`src/rtl/frame_writer.sv`:
```
// frame_writer: fills a ROWS x COLS frame buffer in raster order from a valid/ready stream,
// with a zero-latency combinational read port.
module frame_writer #(
  parameter int ROWS = 10,
  parameter int COLS = 20,
  parameter int DW   = 12,
  parameter int AW   = 10
)(
  input  logic          clk,
  input  logic          rst_n,
  input  logic          start,
  input  logic          in_valid,
  output logic          in_ready,
  input  logic [DW-1:0] in_data,
  input  logic [AW-1:0] rd_x,
  input  logic [AW-1:0] rd_y,
  output logic [DW-1:0] rd_data,
  output logic [AW-1:0] wr_x,
  output logic [AW-1:0] wr_y,
  output logic          busy,
  output logic          done
);
  localparam int XW = ROWS > 1 ? $clog2(ROWS) : 1;
  localparam int YW = COLS > 1 ? $clog2(COLS) : 1;
  localparam logic [AW-1:0] LAST_X = AW'(ROWS - 1);
  localparam logic [AW-1:0] LAST_Y = AW'(COLS - 1);
  typedef enum logic [1:0] {IDLE, FILL, DONE} state_t;
  state_t state, state_n;
  logic [AW-1:0] x_n, y_n;
  logic [DW-1:0] mem [ROWS][COLS];
  logic accept, last_col, last_row;
  assign busy     = state == FILL;
  assign in_ready = busy;
  assign done     = state == DONE;
  assign accept   = in_valid && busy;
  assign last_col = wr_y == LAST_Y;
  assign last_row = wr_x == LAST_X;
  always_comb begin
    state_n = state;
    x_n = wr_x;
    y_n = wr_y;
    case (state)
      IDLE: if (start) begin
        state_n = FILL;
        x_n = '0;
        y_n = '0;
      end
      FILL: if (accept) begin
        state_n = last_col && last_row ? DONE : FILL;
        x_n = last_col ? (last_row ? '0 : wr_x + 1'b1) : wr_x;
        y_n = last_col ? '0 : wr_y + 1'b1;
      end
      default: state_n = IDLE;
    endcase
  end
  always_ff @(posedge clk or negedge rst_n)
    if (!rst_n) begin
      state <= IDLE;
      wr_x <= '0;
      wr_y <= '0;
    end else begin
      state <= state_n;
      wr_x <= x_n;
      wr_y <= y_n;
    end
  // Storage has no reset so frame contents survive an aborted fill
  always_ff @(posedge clk)
    if (accept) mem[wr_x[XW-1:0]][wr_y[YW-1:0]] <= in_data;
  assign rd_data = ({1'b0, rd_x} < (AW+1)'(ROWS) && {1'b0, rd_y} < (AW+1)'(COLS))
                   ? mem[rd_x[XW-1:0]][rd_y[YW-1:0]] : '0;
endmodule

```
`config.mk`:
```
export PLATFORM = sky130hd
export DESIGN_NAME = frame_writer
export DESIGN_NICKNAME = d
export VERILOG_FILES = /design/src/rtl/frame_writer.sv
export SDC_FILE = /design/constraint.sdc
export NUM_CORES = 2
export LEC_CHECK = 0
export CAP_MARGIN = 20
export CORE_MARGIN = 10
export CORE_UTILIZATION = 51
export DETAILED_ROUTE_END_ITERATION = 6
export GPL_TIMING_DRIVEN = 0
export MAX_ROUTING_LAYER = met4
export PLACE_DENSITY = 0.72
export SYNTH_ARGS = -nofsm -noshare
export SYNTH_HDL_FRONTEND = slang
export SYNTH_SLANG_ARGS = --single-unit
```
`constraint.sdc`:
```
create_clock -name clk -period 4.1 [get_ports clk]
set_clock_uncertainty 0.1 [all_clocks]
set_input_delay 0.41 -clock clk [delete_from_list [all_inputs] [get_ports clk]]
set_output_delay 0.41 -clock clk [all_outputs]
set_load 0.03 [all_outputs]
```
# After elaboration in Yosys (flattened, before gate mapping)
# Memories as Yosys holds them, arrays and structs flattened.
# Cells that the tools add are included.
# word_totals
regBits,22
ram_bits,2400
inputBits,36
out_inout_bits,35
word_cells,49
memories,1
# classes
addsub,2
order_cmp,5
n_eq_ne,7
muxes,20
bitwise_logic,2
reduce_logical,9
# mem_list
name,words,width,read_ports,rd_ports_with_merged_regs,wr,line_no,rtl
mem,10,240,1,0,1,30,logic [DW-1:0] mem [ROWS][COLS];
# op_table
op,count
$mux 240,1
$bmux 12 s5,1
$demux 12 s5,1
$mux 10,6
$mux 12,4
$pmux 10 s2,2
$add 10x1->10 const B,2
$ge 6x6->1 const B,2
$not 5->6,2
$eq 10x4->1 const B,1
$eq 10x5->1 const B,1
$lt 10x4->1 const B,1
$lt 10x5->1 const B,1
$lt 6x1->1 const B,1
$mux 2,3
$logic_and 1x1->1,4
$ne 2x1->1 const B,2
$pmux 2 s2,1
$reduce_and 4->1,1
$reduce_and 3->1,1
$eq 2x1->1 const B,1
$eq 2x2->1 const B,1
$logic_not 2->1,1
$ne 2x2->1 const B,1
other kinds (3),3

# Longest topological paths before layout
# logic_depth
ltp_word,6
ltp_mapped,14
ltp_nobuf,8

# Worst setup path after synthesis
# Ideal clock, no wire load.
# synth_timing
kind,in2out
start,input port rd_x[0]
end,output port rd_data[5]
t_arrival_ns,2.878
required_ns,3.590
path_slack_ns,0.712
cell_stages,13
n_path_buf,6
path_cell_list,buf_6 > buf_12 > buf_12 > buf_12 > buf_8 > buf_6 > nor2_1 > a22o_1 > o21ai_0 > a21oi_1 > o41ai_1 > nand3b_1 > a21boi_0
# synth_between
elab_chain_cells,5
elab_cells_between_ends,7
classes_between,order compare (1); mux (4); reduce/logical (1); memory (1)
# synth_lines
item,line_no,rtl
from (decl),15,"input logic [AW-1:0] rd_x,"
$mem_v2 10x240,-,
$bmux 12 s5,70,? mem[rd_x[XW-1:0]][rd_y[YW-1:0]] : '0;
$mux 12 (implied by the code) (2 in a row),70,
$mux 12 *,70,
to (decl),17,"output logic [DW-1:0] rd_data,"
# Every way passes the cells marked *; elsewhere a longest branch is shown, timed or not. The select of a mux whose other input is x is not followed.

# Final worst setup path
# layout_timing
start,memory mem[3][220] in the netlist's numbering
end,output port rd_data[4]
# layout_between
elab_chain_cells,5
# layout_lines
item,line_no
from (decl),30
$mem_v2 10x240,-
$bmux 12 s5,70
$mux 12 (implied by the code) (2 in a row),70
$mux 12,70
# No other way between the ends. The select of a mux whose other input is x is not followed.

==> impl_metrics.toml <==
[final_layout]
fin_nets = 5084
drive_gt1_frac = 0.315
fillers = 12700
areaGrowthSynthToFinish_pct = 19.0

[global_routing]
antenna_found_initial = 37
grt_max_degree = 129
grt.overflow.total = 0
track_usage = 0.365
first_global_vias = 51300
grt_pass1_wl_microns = 478000

[worst_setup_path]
max_stage_delay_ns = 0.62
crit_type = "flip-flop to primary output"
crit_top_cell = "o22ai_2"
r2r_end = "mem[9][108]$_DFFE_PP_"
critPathMaxFanout = 1
crit_path_end_kind = "primary output"
endpoint = "rd_data[4]"
crit_start = "mem[3][220]$_DFFE_PP_"
cp.required_ns = 3.59
path_cells = "mux4_2 > a22o_1 > a221oi_4 > o22ai_2 > a211oi_2 > o22ai_2 > a221o_1 > buf_6"
crit_family = "compound AO/OA/AOI/OAI gates"
cp-start-kind = "flip-flop"
r2r_start = "wr_y[2]$_DFFE_PN0P_"
worst-r2r-cell-count = 5
crit_path_top_delay_cell = "a221oi_4"
critical_path_depth = 8
reg2reg_slack_ns = 0.35
cp.buffers_inverters = 1
cp.arrival_ns = 3.97

[sta]
post-route-min-period_ns = 4.48
max_freq_mhz = 223
timing.final.crit_share = 1.09
hold_ws_ns = 0.145
drv_slew = 0
rsz0062_at_grt = "yes"
worstMarginPinSlew_ns = 1.29
max_slew_margin = 0.141
fin_ws_ns = -0.380
finalSetupViolCount = 12
hold_viol_final = 0
tns_ns = -1.67

[logic_synthesis]
ys_seq_area_frac = 0.767
yosys-top-cells-count = "2400 x edfxtp_1, 526 x mux4_2, 269 x nor2_1"
synth_warnings = 0
synth_cell_types = 69
synthCells = 4424
ys_ff_latch = 2422
syn_nets = 4468
synth_top_area_cell = "edfxtp_1"
async_reset_ff_frac = 0.00908
synth_top_area_share = 0.761
synth-main-ff-cell = "edfxtp_1"
synth.cell_area_sq_mm = 0.0947
synth_edf_count = 2400
yosysMostFrequentCell = "edfxtp_1"
syn_avg_cell_area_sq_um = 21.4
synth_area_leaders = "edfxtp_1 76%, mux4_2 13%, mux2i_1 1.9%"

[detailed_routing]
wire_per_inst_microns = 47.0
wl_microns = 365000
drt_iter0_markers = 10600
drc = 5
drtPass1Iterations = 7
vias_per_cell = 7.04
ant_nets = 0
vias = 54600

[clock_tree]
clkTransAtPathRegs_ns = 0.06
htree_num_levels = 4
clock-sinks = 2422
numCtsBuffers = 233
cts-root-buf = "clkbuf_16"
clk_latency_ns = 0.91
max-clock-path-buffers = 3
cts_tree = "yes"

[run_status]
status = "finished with violations"
violations = "design-rule violations, negative setup slack"

[place]
portBuffers = 68
hpwl_microns = 245000
gp_congestion = 1.04

[power]
vdd_ir_drop_max_uv = 394
p_leak_nw = 36.2
p_per_area_mw_per_mm2 = 480

[job]
cap_violations = 0

[floorplanning]
die_x_microns = 451
core_sq_mm = 0.185
initial_utilization = 0.512
io_pins = 71
die_h_microns = 451
die_area_sq_mm = 0.203
rows = 158

[min_path]
hold_class = "primary input to flip-flop"
-- logic make-up after synthesis --
logic type,Yosys count,synth area share
simple gates,574,0.0265
fa+ha+maj,8,0.00106
flops,2422,0.767
xor+xnor,6,0.000555
buf+inv,266,0.0182
mux,765,0.159
compound gates,383,0.0282
-- worst reg2reg max path, stage by stage, from the launching register on --
cell,delay (ns)
dfrtp_1,0.39
clkbuf_1,0.21
nor3b_1,0.68
nand2_1,0.80
nor2_1,1.03
buf_6,0.24
-- what timing repair did --
action / CTS / global route
setup endpoints to repair: 12 / 12
hold buffers: 13 / 0
gates cloned: 0 / 0
hold endpoints to repair: 855 / 0
pin swaps: 46 / 18
setup buffers: 46 / 49
gates resized for setup: 734 / 60
-- report_power, final --
group	internal [mW]	switching, mW
Combinational	1.55	3.77
Clock	11.6	9.67
Sequential	27.4	0.0767
Total	40.6	13.5
-- layout make-up --
type                       instances  area [sq um]  share of cell area
antenna                           38          95.1            0.000844
clock buffer                     285          6030              0.0535
clock inverter                   151          1440              0.0128
inverter                          12          78.8            0.000699
tap                             2480          3100              0.0275
timing repair buffer             383          4280              0.0380
buffer                           252          3510              0.0312
multi-input combinational       1736         21600               0.191
sequential                      2422         72600               0.644
-- registers in the layout (all words and copies together), names as in the netlist --
name and flops:
state 2, wr_x 10, mem 2400, wr_y 10
-- per-layer routing --
metal / vias to the layer above / global-route usage / wire [microns]
met4: 0 / 0.225 / 28900
li1: 20000 / - / -
met1: 28300 / 0.457 / 123000
met5: - / - / 0
met2: 5262 / 0.495 / 154000
met3: 1075 / 0.149 / 58400
-- worst min-delay path by stage --
stage	start	endpoint	cells after the start
2_1_floorplan	rst_n	state[0]$_DFFE_PN0P_	0
5_1_grt	in_valid	state[0]$_DFFE_PN0P_	2
4_1_cts	in_valid	state[0]$_DFFE_PN0P_	2
6_report	in_valid	state[0]$_DFFE_PN0P_	2
3_5_place_dp	wr_x[8]$_DFFE_PN0P_	wr_x[8]$_DFFE_PN0P_	1
3_3_place_gp	wr_x[8]$_DFFE_PN0P_	wr_x[8]$_DFFE_PN0P_	1
-- stage by stage --
step | util | setup slack [ns] | area [sq um] | total power [mW] | instances
2_1_floorplan | - | 0.712 | 94700 | 29.8 | 4424
3_3_place_gp | 0.532 | -5.31 | 98500 | 32.5 | 6972
3_5_place_dp | 0.548 | -3.85 | 101000 | 32.6 | 7177
4_1_cts | 0.605 | -0.360 | 112000 | 53.7 | 7671
5_1_grt | 0.609 | -0.417 | 113000 | 55.0 | 7746
6_report | 0.609 | -0.380 | 113000 | 54.1 | 7759
-- cell usage in the layout, fill, tap and decap left out, types with 14 or more instances in the layout --
cell             netlist  layout
clkdlybuf4s50_1        0      39
nand2_1              145     139
edfxtp_1            2400    2400
bufinv_16              0      19
a22oi_1               25      24
buf_12                 6      67
mux4_2               526     529
buf_16                 0      55
clkbuf_4               0      17
clkbuf_16              0     237
clkbuf_2               0      28
o221ai_1              61      56
a211oi_1              27      16
clkbuf_1              93      81
diode_2                0      38
buf_8                 18      75
nor2b_1               17      16
clkinv_1               0      55
mux2i_1              180     173
nor2_1               269     186
clkinv_2               0      55
o22ai_1               41      35
a21oi_1               67      48
and2_1                18      16
buf_6                 32     124
mux4_1                49      46
o21ai_0               58      41
dfrtp_1               22      22
nor2_2                 0      77
buf_4                 26     159
nand2b_1              18      14
nor3_1                40      21
Note: power is estimated with default switching activity, not from simulation.
